File: config.mk
export PLATFORM = sky130hd
export DESIGN_NAME = ssd_num_scanner
export DESIGN_NICKNAME = d
export VERILOG_FILES = /design/src/rtl/ssd_num_scanner.sv
export SDC_FILE = /design/constraint.sdc
export NUM_CORES = 1
export LEC_CHECK = 0
export BUFFER_PORTS_ARGS = -buffer_cell sky130_fd_sc_hd__buf_2
export CORE_MARGIN = 8
export CORE_UTILIZATION = 60
export DETAILED_ROUTE_END_ITERATION = 8
export HOLD_SLACK_MARGIN = 0.06
export PLACE_DENSITY_LB_ADDON = 0.12
export REMOVE_ABC_BUFFERS = 1
export SYNTH_ARGS = -nofsm -noshare
export SYNTH_HDL_FRONTEND = slang
export SYNTH_SLANG_ARGS = --single-unit
File: constraint.sdc
create_clock -name board_clk -period 5.8 [get_ports board_clk]
set_clock_uncertainty 0.2 [all_clocks]
set_input_delay 0.29 -clock board_clk [delete_from_list [all_inputs] [get_ports board_clk]]
set_output_delay 0.29 -clock board_clk [all_outputs]
set_load 0.005 [all_outputs]
File: src/rtl/ssd_num_scanner.sv
// ssd_num_scanner: multiplexed seven-segment engine with a free-running
// double-dabble converter that commits whole display frames atomically.
module ssd_num_scanner #(
    parameter int NUM_DIGITS = 8,
    parameter int DWELL_LOG2 = 18,
    parameter int BIN_W      = 8
) (
    input  logic                    board_clk,
    input  logic                    Reset,
    input  logic [1:0]              mode,
    input  logic [4*NUM_DIGITS-1:0] glyphs,
    input  logic [BIN_W-1:0]        val_hi,
    input  logic [BIN_W-1:0]        val_lo,
    input  logic                    blank_lz,
    output logic [NUM_DIGITS-1:0]   an,
    output logic [6:0]              seg,
    output logic                    dp,
    output logic                    conv_done,
    output logic                    ovf_hi,
    output logic                    ovf_lo
);
    localparam int FIELD_DIGITS = NUM_DIGITS / 2;
    // Decimal digits of 2^BIN_W-1 is ceil(BIN_W*log10(2)); 2^n is never a power of ten.
    localparam int DEC_DIGITS   = (BIN_W * 30103) / 100000 + 1;
    localparam int BCD_N        = (DEC_DIGITS + 1 > FIELD_DIGITS) ? DEC_DIGITS + 1 : FIELD_DIGITS;
    localparam int CNT_W        = (BIN_W > 1) ? $clog2(BIN_W) : 1;
    localparam int IDX_W        = $clog2(NUM_DIGITS);

    // state     | meaning
    // ST_LOAD   | capture inputs into shadows, clear BCD accumulators
    // ST_SHIFT  | one double-dabble step per cycle, BIN_W cycles
    // ST_COMMIT | publish display registers and overflow flags
    typedef enum logic [1:0] {ST_LOAD, ST_SHIFT, ST_COMMIT} state_t;
    state_t state, state_nxt;

    logic [CNT_W-1:0]        bit_cnt;
    logic [1:0]              mode_s;
    logic [4*NUM_DIGITS-1:0] glyphs_s;
    logic [BIN_W-1:0]        sh_hi, sh_lo;
    logic                    blz_s;
    logic [4*BCD_N-1:0]      bcd_hi, bcd_lo;
    logic [4*NUM_DIGITS-1:0] disp, disp_new, disp_nxt, num_codes;
    logic                    ovf_hi_c, ovf_lo_c;
    logic [DWELL_LOG2-1:0]   dwell_cnt;
    logic [IDX_W-1:0]        idx, idx_nxt;

    function automatic logic [4*BCD_N-1:0] dabble(input logic [4*BCD_N-1:0] bcd,
                                                  input logic bit_in);
        logic [4*BCD_N-1:0] adj;
        adj = bcd;
        for (int k = 0; k < BCD_N; k++) begin
            if (adj[4*k +: 4] >= 4'd5)
                adj[4*k +: 4] = adj[4*k +: 4] + 4'd3;
        end
        return {adj[4*BCD_N-2:0], bit_in};
    endfunction

    function automatic logic [4*FIELD_DIGITS-1:0] field_codes(input logic [4*BCD_N-1:0] bcd,
                                                              input logic blz,
                                                              input logic ovf);
        logic [4*FIELD_DIGITS-1:0] codes;
        logic                      lead;
        codes = '0;
        lead  = blz;
        for (int j = FIELD_DIGITS - 1; j >= 0; j--) begin
            if (ovf)
                codes[4*j +: 4] = 4'hF;
            else if (bcd[4*j +: 4] != 4'd0) begin
                codes[4*j +: 4] = bcd[4*j +: 4];
                lead            = 1'b0;
            end else if (lead && j != 0)
                codes[4*j +: 4] = 4'h0;
            else
                codes[4*j +: 4] = 4'hA;
        end
        return codes;
    endfunction

    function automatic logic [6:0] decode(input logic [3:0] code);
        logic [6:0] s;
        unique case (code)
            4'h0: s = 7'b1111111;
            4'h1: s = 7'b1001111;
            4'h2: s = 7'b0010010;
            4'h3: s = 7'b0000110;
            4'h4: s = 7'b1001100;
            4'h5: s = 7'b0100100;
            4'h6: s = 7'b0100000;
            4'h7: s = 7'b0001111;
            4'h8: s = 7'b0000000;
            4'h9: s = 7'b0000100;
            4'hA: s = 7'b0000001;
            4'hB: s = 7'b1000111;
            4'hC: s = 7'b0001100;
            4'hD: s = 7'b1001000;
            4'hE: s = 7'b0001000;
            4'hF: s = 7'b0011000;
        endcase
        return s;
    endfunction

    always_ff @(posedge board_clk or posedge Reset) begin
        if (Reset) state <= ST_LOAD;
        else       state <= state_nxt;
    end

    always_comb begin
        state_nxt = ST_LOAD;
        unique case (state)
            ST_LOAD:   state_nxt = ST_SHIFT;
            ST_SHIFT:  state_nxt = (bit_cnt == '0) ? ST_COMMIT : ST_SHIFT;
            ST_COMMIT: state_nxt = ST_LOAD;
            default:   state_nxt = ST_LOAD;
        endcase
    end

    // Overflow lives in the nibbles above the field width.
    always_comb begin
        ovf_hi_c = 1'b0;
        ovf_lo_c = 1'b0;
        for (int k = FIELD_DIGITS; k < BCD_N; k++) begin
            if (bcd_hi[4*k +: 4] != 4'd0) ovf_hi_c = 1'b1;
            if (bcd_lo[4*k +: 4] != 4'd0) ovf_lo_c = 1'b1;
        end
        num_codes = {field_codes(bcd_hi, blz_s, ovf_hi_c), field_codes(bcd_lo, blz_s, ovf_lo_c)};
        disp_new  = glyphs_s;
        if (mode_s == 2'd1)
            disp_new = num_codes;
        else if (mode_s == 2'd2)
            disp_new[4*FIELD_DIGITS-1:0] = num_codes[4*FIELD_DIGITS-1:0];
        disp_nxt = (state == ST_COMMIT) ? disp_new : disp;
    end

    always_ff @(posedge board_clk or posedge Reset) begin
        if (Reset) begin
            bit_cnt   <= '0;
            mode_s    <= '0;
            glyphs_s  <= '0;
            sh_hi     <= '0;
            sh_lo     <= '0;
            blz_s     <= 1'b0;
            bcd_hi    <= '0;
            bcd_lo    <= '0;
            disp      <= '0;
            conv_done <= 1'b0;
            ovf_hi    <= 1'b0;
            ovf_lo    <= 1'b0;
        end else begin
            conv_done <= (state == ST_COMMIT);
            unique case (state)
                ST_LOAD: begin
                    bit_cnt  <= CNT_W'(BIN_W - 1);
                    mode_s   <= mode;
                    glyphs_s <= glyphs;
                    sh_hi    <= val_hi;
                    sh_lo    <= val_lo;
                    blz_s    <= blank_lz;
                    bcd_hi   <= '0;
                    bcd_lo   <= '0;
                end
                ST_SHIFT: begin
                    bit_cnt <= bit_cnt - CNT_W'(1);
                    sh_hi   <= sh_hi << 1;
                    sh_lo   <= sh_lo << 1;
                    bcd_hi  <= dabble(bcd_hi, sh_hi[BIN_W-1]);
                    bcd_lo  <= dabble(bcd_lo, sh_lo[BIN_W-1]);
                end
                ST_COMMIT: begin
                    disp   <= disp_new;
                    ovf_hi <= ovf_hi_c;
                    ovf_lo <= ovf_lo_c;
                end
                default: ;
            endcase
        end
    end

    always_comb begin
        idx_nxt = idx;
        if (&dwell_cnt)
            idx_nxt = (idx == IDX_W'(NUM_DIGITS - 1)) ? '0 : idx + IDX_W'(1);
    end

    // an and seg are both built from next-cycle index and display so they switch together.
    always_ff @(posedge board_clk or posedge Reset) begin
        if (Reset) begin
            dwell_cnt <= '0;
            idx       <= '0;
            an        <= ~NUM_DIGITS'(1);
            seg       <= 7'h7F;
        end else begin
            dwell_cnt <= dwell_cnt + DWELL_LOG2'(1);
            idx       <= idx_nxt;
            an        <= ~(NUM_DIGITS'(1) << idx_nxt);
            seg       <= decode(disp_nxt[4*idx_nxt +: 4]);
        end
    end

    assign dp = 1'b1;

endmodule

* After elaboration in Yosys (flattened, before gate mapping)
Memory sizes are Yosys's and may differ from the RTL's. A register that Yosys moved wholly into a read port is not among the register bits.
Index checks and enable logic that the tools add are counted.
** Word-level totals
- Bits in read-only memories :: 112
- Input bits :: 53
- Bits in registers :: 150
- Memories :: 1
** Memories
- (no name shown) :: words 16, width 7, read ports 1, clocked after memory_dff 1, wr ports 0, RTL line 81 : unique case (code)
** Operators by class
- Bitwise logic cells :: 1
- Order comparisons :: 8
- Eq/ne operators :: 5
- Add/subtract/negate cells :: 11
- Muxes and demuxes :: 38
- Reductions and logical operators :: 12
- Shifts and indexed selects :: 2
** Operators by type and width (number)
- 4-bit two-way mux :: 19
- 16-bit case mux with 2 select lines :: 2
- 16-bit two-way mux :: 3
- 4-bit by 3-bit greater-or-equal comparator with 1-bit output, second input constant :: 8
- 32-bit two-way mux :: 1
- 8-bit case mux with 2 select lines :: 2
- 4-bit nonzero test :: 8
- 32-bit by 6-bit indexed part select with 4-bit output :: 1
- 4-bit by 2-bit adder with 4-bit output, second input constant :: 6
- 18-bit by 1-bit adder with 18-bit output, second input constant :: 1
- 18-bit AND reduction :: 1
- 3-bit two-way mux :: 4
- 8-bit NOT :: 1
- 1-bit by 3-bit left shift with 8-bit output, first input constant :: 1
- 3-bit by 2-bit adder with 3-bit output, second input constant :: 2
- 3-bit case mux with 2 select lines :: 1
- 2-bit by 1-bit equality test with 1-bit output, second input constant :: 2
- 2-bit equality test, second input constant :: 2
- 1-bit two-way mux :: 4
- 2-bit case mux with 2 select lines :: 1
- 3-bit by 1-bit adder with 3-bit output, second input constant :: 1
- 3-bit equality test, second input constant :: 1
- 3-bit zero test :: 1
- 3-bit by 1-bit subtractor with 3-bit output, second input constant :: 1
- 3 further kinds :: 3

* Longest topological paths before layout
Gate-level depths: netlist (run 1).
- Word-level depth :: 9
- Gate-level depth with buffers :: 15
- Mapped depth without buffers :: 12

* Worst setup path before layout (run 1)
Ideal clock, no wire load.
- Path type :: register to register
- Start :: register dwell_cnt[0]
- End :: register seg[1]
- Path slack :: 2535 ps
- Library setup time :: 83 ps
- Arrival time :: 2982 ps
- Data required time :: 5517 ps
- Cell stages (with the launch flop) :: 12
- Path buffers :: 0
- Cell sequence :: dfrtp_1 -> ha_1 -> and4_2 -> nand3_4 -> nor2_2 -> mux2i_2 -> inv_2 -> a221o_1 -> o22ai_1 -> inv_1 -> ha_1 -> maj3_2
** On the way
- Cells in the longest elaborated chain, start to end :: 3
** Ends and longest elaborated chain
- from (decl) :: RTL line 44 : logic [DWELL_LOG2-1:0] dwell_cnt;
- from (signal assigned) :: RTL line 192 : dwell_cnt <= dwell_cnt + DWELL_LOG2'(1);
- 18-bit AND reduction :: RTL line 180 : if (&dwell_cnt)
- 3-bit two-way mux :: RTL line 180
- via idx_nxt[2] :: RTL line 45 : logic [IDX_W-1:0] idx, idx_nxt;
- 32-bit by 6-bit indexed part select with 4-bit output :: RTL line 195 : seg <= decode(disp_nxt[4*idx_nxt +: 4]);
- to (decl) :: RTL line 16 : output logic [6:0] seg,
The timed path passes the listed nets, and every way through them passes these cells.
A chain may end at the register's enable or synchronous reset.

* Worst setup path after layout (run 1)
- Start :: register state[0]
- End :: register seg[1]
** On the way
- Cells in the longest elaborated chain, start to end :: 3
** Ends and longest elaborated chain
- from (decl) :: RTL line 34 : state_t state, state_nxt;
- from (signal assigned) :: RTL line 104 : else state <= state_nxt;
- 2-bit equality test
- 32-bit two-way mux
- via disp_nxt[20] :: RTL line 42 : logic [4*NUM_DIGITS-1:0] disp, disp_new, disp_nxt, num_codes;
- 32-bit by 6-bit indexed part select with 4-bit output :: RTL line 195
The timed path passes the listed nets, and every way through them passes these cells.

==> results of run 1 <==
repair_timing:
action | CTS | global route
hold buffers | 52 | 0
hold endpoints to repair | 154 | 0
setup buffers | 0 | 0
worst reg2reg max path, cell delays in order (launching register included):
cell      delay (ps)
dfrtp_1          370
nand2b_1         140
buf_4            220
inv_1            910
a31oi_1          320
a221o_1          430
o22ai_1          370
inv_1            130
ha_1             280
maj3_2           330
how the worst max path moves through the flow:
| stage | start | endpoint | slack, ps | cells past startpoint |
|---|---|---|---|---|
| finish | state[0] | seg[1] | 2030 | 9 |
| global route | state[0] | seg[1] | 1710 | 9 |
| floorplan | Reset | an[0] | 1100 | 1 |
| CTS | state[0] | seg[1] | 2040 | 9 |
| global placement | state[0] | seg[1] | 2250 | 9 |
| detailed placement | state[0] | seg[1] | 2090 | 9 |
cells by family (layout without fill, tap and decap cells):
group                      count (synthesis)  in the layout  synth area share (%)
other                                      2              4                0.0975
buffers and inverters                     69            188                  3.64
and+or+nand+nor                          237            237                  14.9
adders and majority gates                 30             30                  4.86
xor gates and xnor gates                  27             27                  3.07
AOI/OAI and AO/OA                        178            178                  14.3
muxes                                     55             55                  7.93
DFF                                      157            157                  51.3
state kept, by name (all words and copies together) (netlist names), 8 cells and up:
register	flops
disp	32
glyphs_s	32
dwell_cnt	18
bcd_hi	16
bcd_lo	16
an	8
sh_hi	8
sh_lo	8
cell type report:
class                   instances  area, sq um
flip-flops and latches        157         3950
multi-input cells             530         3480
fillers                       857         3330
repair buffers                125          898
clock buffers                  27          546
well taps                     172          215
inverters                      31          121
clock inverters                 5         26.3
diodes                          1         2.50
metrics by stage:
step	hold WS (ps)	utilization (%)	area, sq um	power [mW]
floorplan	218	-	7540	1.73
global placement	252	64.8	8150	1.87
detailed placement	250	64.8	8150	1.90
CTS	277	73.5	9240	2.99
global route	304	73.5	9240	3.13
finish	273	73.5	9240	2.99
routing by layer:
layer | wire, um | up-vias
met1 | 7840 | 3003
li1 | - | 2868
met3 | 1120 | 33
met2 | 8750 | 195
met5 | 0 | -
met4 | 376 | 0
power by group through the flow:
stage | Clock, mW | Sequential (mW) | Combinational (mW)
finish | 1.06 | 1.34 | 0.584
global route | 1.12 | 1.36 | 0.654
CTS | 1.08 | 1.34 | 0.580
detailed placement | 0 | 1.35 | 0.550
global placement | 0 | 1.35 | 0.520
floorplan | 0 | 1.33 | 0.399
placed cells by master (no fill, tap or decap), types with 3 or more instances in the layout:
cell / n
o22ai_1: 4
nand2b_1: 15
a21oi_1: 33
nor3b_1: 19
nand3_1: 16
a31oi_1: 22
a22o_1: 7
o31ai_1: 9
o211ai_1: 3
dfstp_2: 14
nand2_1: 100
inv_1: 28
xnor2_1: 20
buf_2: 68
mux2_2: 35
clkbuf_1: 4
clkinv_2: 4
nor3_1: 12
dlygate4sd3_1: 52
dfrtp_1: 142
o21ai_0: 70
or3_1: 4
a211oi_1: 3
a221o_1: 5
ha_1: 29
and3_1: 7
xor2_1: 7
clkbuf_8: 4
nand4_1: 4
nor2_1: 43
mux2i_1: 18
o21ai_1: 3
conb_1: 3
buf_4: 5
clkbuf_16: 19
==> metrics.cfg, run 1 <==
[place]
numPortBuffers = 68
dpl.cell_count = 963
post-place-ws_ps = 2090
globalplace.congestion = 0.919
hpwl_mm = 11.8

[clock_network]
clkTransAtPathRegs_ps = 60
cts_max_path_buffers = 2
cts_resized = 0
cts.sinks = 157
insertion_delay_ps = 430
cts_root_buffer = clkbuf_16
cts_made_buffers = 17
cts_tree = done
htree_levels = 4

[logic_synthesis]
synthArstFlopShare_pct = 100
yosysWarnings = 0
yosysTopAreaCellShare_pct = 46.5
synth_cells = 755
synth_ff_type = dfrtp_1
syn_area_per_cell_sq_um = 10.2
synth_edf_count = 0
yosysMostFrequentCell = dfrtp_1
synth-seq-cells = 157
synthTopCellsByArea = dfrtp_1 46%, mux2_2 5.1%, nand2_1 4.9%
ys_top_cells_by_count = 143 x dfrtp_1, 100 x nand2_1, 70 x o21ai_0
seq_area_frac_synth_pct = 51.3
synth_cell_types = 63
synth_top_area_cell = dfrtp_1
synth_area_sq_um = 7700

[setup_path]
startpoint_type = flip-flop
r2r_cells = 9
max_stage_delay_ps = 900
r2r_slack_ps = 2030
slowest_stage = inv_1
crit_path_frequent_cell = inv_1
crit_arrival_ps = 3920
cp_cell_sequence = nand2b_1 > buf_4 > inv_1 > a31oi_1 > a221o_1 > o22ai_1 > inv_1 > ha_1 > maj3_2
critPathBufInv = 3
crit_fanout = 41
r2r_end = seg[1]
worstPathRequired_ps = 5950
critPathKind = flip-flop to flip-flop
crit_path_end_kind = flip-flop
reg2reg_from = state[0]
critical_path.top_delay_family = buffers and inverters

[routing]
route.detailed.drc = 0
drt_pass1_iterations = 5
drt_iter0_drc = 606
via_per_inst = 5.82
ant_nets = 0
dr_total_vias = 6099
drt_wl_total_mm = 18.1
wl_per_cell_um = 17.3

[global_routing]
met2_usage_pct = 36.9
gr-usage-met1_pct = 29.2
grt.busiest_layer = met2
first_global_vias = 6177
grt_max_degree = 105
grt_pass1_wl_mm = 30.0
track_usage_pct = 22.8
antenna_found_initial = 0
overflow = 0
grt_use_met3_pct = 5.05

[floorplanning]
ios = 72
die_area_sq_um = 16700
start_util_pct = 61.3
fp-row-count = 41
die_y_um = 129
dieWidth_um = 129
core_sq_um = 12600

[sta]
hold_viol_final = 0
worst_slack_ps = 2030
slew_headroom_pct = 19.0
finalMaxSlewViolations = 0
rsz0062_at_grt = no
finalCriticalPeriod_ps = 3770
worst_pin_slew_ps = 1210
setup_viol = 0
period_share_pct = 65.0
tns_ps = 0
fmaxAchievable_mhz = 265

[power_and_ir_drop]
swShare_pct = 28.5
ir_drop_mv = 0.211
power_density_nw_per_um2 = 323
p_int_mw = 2.13
p_leak_nw = 4.11
p_comb_share_pct = 19.5
p_sw_mw = 0.852
p_clk_share_pct = 35.7
pwr-share-seq_pct = 44.8

[status]
status = finished, final reports clean

[min_path]
hold_path_depth = 1
hold_start = bit_cnt[0]
hold_end = bit_cnt[0]
hold_class = flip-flop to flip-flop

[flow_run]
cap_violations = 0

[layout]
nets = 944
drive_gt1_share_pct = 19.2
area_growth_syn_to_layout_pct = 20.0
stdcell_count = 1048

(Power assumes the default switching activity.)
==> run 2: changes to the inputs <==
Settings changed: ABC_AREA from default to 1, CORE_UTILIZATION 60 to 54.
Clock period 5.8 ns to 3.2 ns, I/O delays scaled along.
==> run 2 against run 1 <==
Final area up 4.9%. Flip-flop and latch count unchanged. Cell count up 23%. Combinational power up 95%. Register-to-register slack worse by 1700 ps. Routed wire length up 2.9%. Area after synthesis up 3.2%. Power up 93%. Non-clock buffer count up 12. Core utilization down 6.6 points. Global-route usage down 1.6 points. Sequential power up 78%. Critical path type unchanged. Critical endpoint is now seg[0]. Largest power group unchanged.
==> metrics.cfg, run 2 <==
[floorplanning]
core_sq_um = 14500  ; +15%
dieWidth_um = 137  ; +6.2%
ios = 72  ; unchanged
die_y_um = 137  ; +6.2%
start_util_pct = 54.9  ; -6.4 points
fp-row-count = 44  ; +7.3%
die_area_sq_um = 18900  ; +13%

[place]
hpwl_mm = 12.5  ; +6.1%
globalplace.congestion = 0.882  ; -4.0%
numPortBuffers = 68  ; unchanged
dpl.cell_count = 1208  ; +25%

[layout]
layout_common_cells = 305 x nand2_1, 143 x dfrtp_1, 98 x inv_1
drive_gt1_share_pct = 15.6  ; -3.6 points
nets = 1177  ; +25%
largest_registers = disp (32), glyphs_s (32), dwell_cnt (18)
stdcell_count = 1292  ; +23%
final_common_cell = nand2_1
seqCellArea_sq_um = 3950  ; about the same
insertedDiodeCount = 0  ; -1
area_growth_syn_to_layout_pct = 21.9
multi_input_area_sq_um = 3420  ; -1.7%
fillCellCount = 1164  ; +36%

[logic_synthesis]
synth_cell_types = 41  ; -35%
syn_area_per_cell_sq_um = 8.17  ; -20%
seq_area_frac_synth_pct = 49.6  ; -1.6 points
synth-seq-cells = 157  ; unchanged
synthArstFlopShare_pct = 100  ; unchanged
synth_edf_count = 0  ; unchanged
yosysMostFrequentCell = nand2_1
synth_cells = 973  ; +29%
ys_top_cells_by_count = 305 x nand2_1, 143 x dfrtp_1, 99 x inv_1
synthTopCellsByArea = dfrtp_1 45%, nand2_1 14%, inv_1 4.7%
yosysWarnings = 0  ; unchanged
yosysTopAreaCellShare_pct = 45.0  ; -1.5 points
synth_top_area_cell = dfrtp_1
synth_ff_type = dfrtp_1
synth_area_sq_um = 7950  ; +3.2%

[power_and_ir_drop]
ir_drop_mv = 0.434  ; +110%
p_int_mw = 4.10  ; +92%
power_density_nw_per_um2 = 595  ; +84%
p_sw_mw = 1.66  ; +95%
pwr-share-seq_pct = 41.3  ; -3.5 points
p_clk_share_pct = 39.0  ; +3.3 points
p_leak_nw = 4.89  ; +19%
swShare_pct = 28.9  ; +0.33 points
p_comb_share_pct = 19.7  ; +0.2 points
power_mw = 5.76  ; +93%

[setup_path]
critPathLaunch = dwell_cnt[0]
max_stage_delay_ps = 370  ; -530 ps
slowest_stage = dfrtp_1
crit_path_end_kind = flip-flop
r2r_slack_ps = 310  ; -1720 ps
reg2reg_from = dwell_cnt[0]
startpoint_type = flip-flop
r2r_cells = 20  ; +11
worstPathRequired_ps = 3370  ; -2580 ps
r2r_end = seg[0]
crit_end = seg[0]
critPathKind = flip-flop to flip-flop
crit_path_frequent_cell = nand2_1
cp_cell_sequence = ha_1 > nand3_2 > inv_2 > nand2_4 > nor2_4 > nand3_4 > nand2_4 > inv_2 > nand2_1 > nand2_1 > nand2_1 > nand3_1 > nand2_1 > ha_1 > inv_1 > nand3_1 > nand2_1 > nand2_1 > nand2_1 > inv_1
crit_arrival_ps = 3060  ; -860 ps
crit_fanout = 21  ; -49%

[routing]
dr_total_vias = 6636  ; +8.8%
via_per_inst = 5.14  ; -12%
route.detailed.drc = 0  ; unchanged
drt_wl_total_mm = 18.6  ; +2.9%
drt_iter0_drc = 347  ; -43%
ant_nets = 0  ; unchanged
drt_pass1_iterations = 6  ; +1
wl_per_cell_um = 14.4  ; -17%

[status]
status = finished, final reports clean

[global_routing]
first_global_vias = 6584  ; +6.6%
grt_pass1_wl_mm = 31.9  ; +6.1%
grt_max_degree = 78  ; -26%
antenna_found_initial = 0  ; unchanged
track_usage_pct = 21.3  ; -1.6 points
overflow = 0  ; unchanged

[sta]
rsz0062_at_grt = no
fmaxAchievable_mhz = 346  ; +30%
finalCriticalPeriod_ps = 2890  ; -879 ps
hold_viol_final = 0  ; unchanged
setup_viol = 0  ; unchanged
finalMaxSlewViolations = 0  ; unchanged
slew_headroom_pct = 53.0  ; +34 points
period_share_pct = 90.3  ; +25 points
worst_pin_slew_ps = 701  ; -513 ps

[clock_network]
cts_max_path_buffers = 2  ; unchanged
clkTransAtPathRegs_ps = 60  ; about the same
insertion_delay_ps = 420  ; about the same
cts_tree = done
cts_setup_buffers = 0  ; unchanged
cts_root_buffer = clkbuf_16
cts_made_buffers = 17  ; unchanged
cts.sinks = 157  ; unchanged
htree_levels = 4  ; unchanged

[flow_run]
cap_violations = 0  ; unchanged

[min_path]
hold_class = primary input to asynchronous set/reset pin

[run 2: changes by cell type in the layout (fill, tap and decap cells not counted), moves of 11 or more]
cell      previous run  this run
buf_4                5        16
a31oi_1             22         3
mux2_2              35         0
inv_1               28        98
mux2i_1             18         0
nand3_1             16        67
nor2_1              43        59
nand2_1            100       305
nand2b_1            15         0
nor3b_1             19         0
xor2_1               7        18
xnor2_1             20         5
[run 2: per-layer routing]
layer | vias to the layer above | global-route usage, % | routed length [um]
li1 | 3337 | - | -
met1 | 3110 | 28.6 | 8550
met2 | 160 | 33.7 | 8820
met3 | 29 | 4.96 | 986
met4 | 0 | 6.22 | 265
met5 | - | 0 | 0
[run 2: cells by family after synthesis]
kind of cell,Yosys count,share of synthesized area (%)
AOI/OAI and AO/OA,147,10.3
xor gates and xnor gates,23,2.53
adders and majority gates,29,4.56
buffers and inverters,147,7.45
DFF,157,49.6
other,2,0.0945
and+or+nand+nor,468,25.4
[run 2: per-stage QoR]
step                      utilization [%]  hold slack (ps)  TNS [ps]  area, sq um  worst slack, ps
after global placement               58.8              133         0         8510              401
final                                66.9              213         0         9690              310
after global routing                 66.9              277         0         9690             4.93
after floorplan                         -             76.6   -217980         7780            -1370
after CTS                            66.9              234         0         9690              308
after detailed placement             58.8              134         0         8510              335
[run 2: how the worst min path moves through the flow]
stage,cells after the start,end,from
5_1_grt,4,glyphs_s[17],glyphs[17]
2_1_floorplan,2,glyphs_s[14],glyphs[14]
4_1_cts,3,dwell_cnt[3],Reset
3_3_place_gp,2,glyphs_s[11],Reset
6_report,3,glyphs_s[15],Reset
3_5_place_dp,2,glyphs_s[15],Reset
[run 2: power groups by stage]
stage | registers [mW] | logic [mW] | clock network (mW)
2_1_floorplan | 2.37 | 0.792 | 0
3_3_place_gp | 2.41 | 1.06 | 0
3_5_place_dp | 2.41 | 1.08 | 0
4_1_cts | 2.38 | 1.14 | 2.28
5_1_grt | 2.41 | 1.30 | 2.39
6_report | 2.38 | 1.14 | 2.25
[run 2: timing repair]
action                    CTS  global route
hold buffers               52             0
hold endpoints to repair  124             0
resized for setup           0             0
[run 2: worst max-delay path, delay by kind of cell (launching register included)]
family,cells,cell delay [ps]
AND/OR/NAND/NOR,14,1480
buffers and inverters,4,350
flip-flops,1,370
adder cells (fa/ha/maj),2,430
[run 2: layout make-up]
class                           instances  share of cell area (%)
Clock buffer                           19                    4.67
Clock inverter                         13                    2.18
Inverter                              112                    4.39
Multi-Input combinational cell        670                    35.3
Sequential cell                       157                    40.7
Tap cell                              184                    2.38
Timing Repair Buffer                  137                    10.3
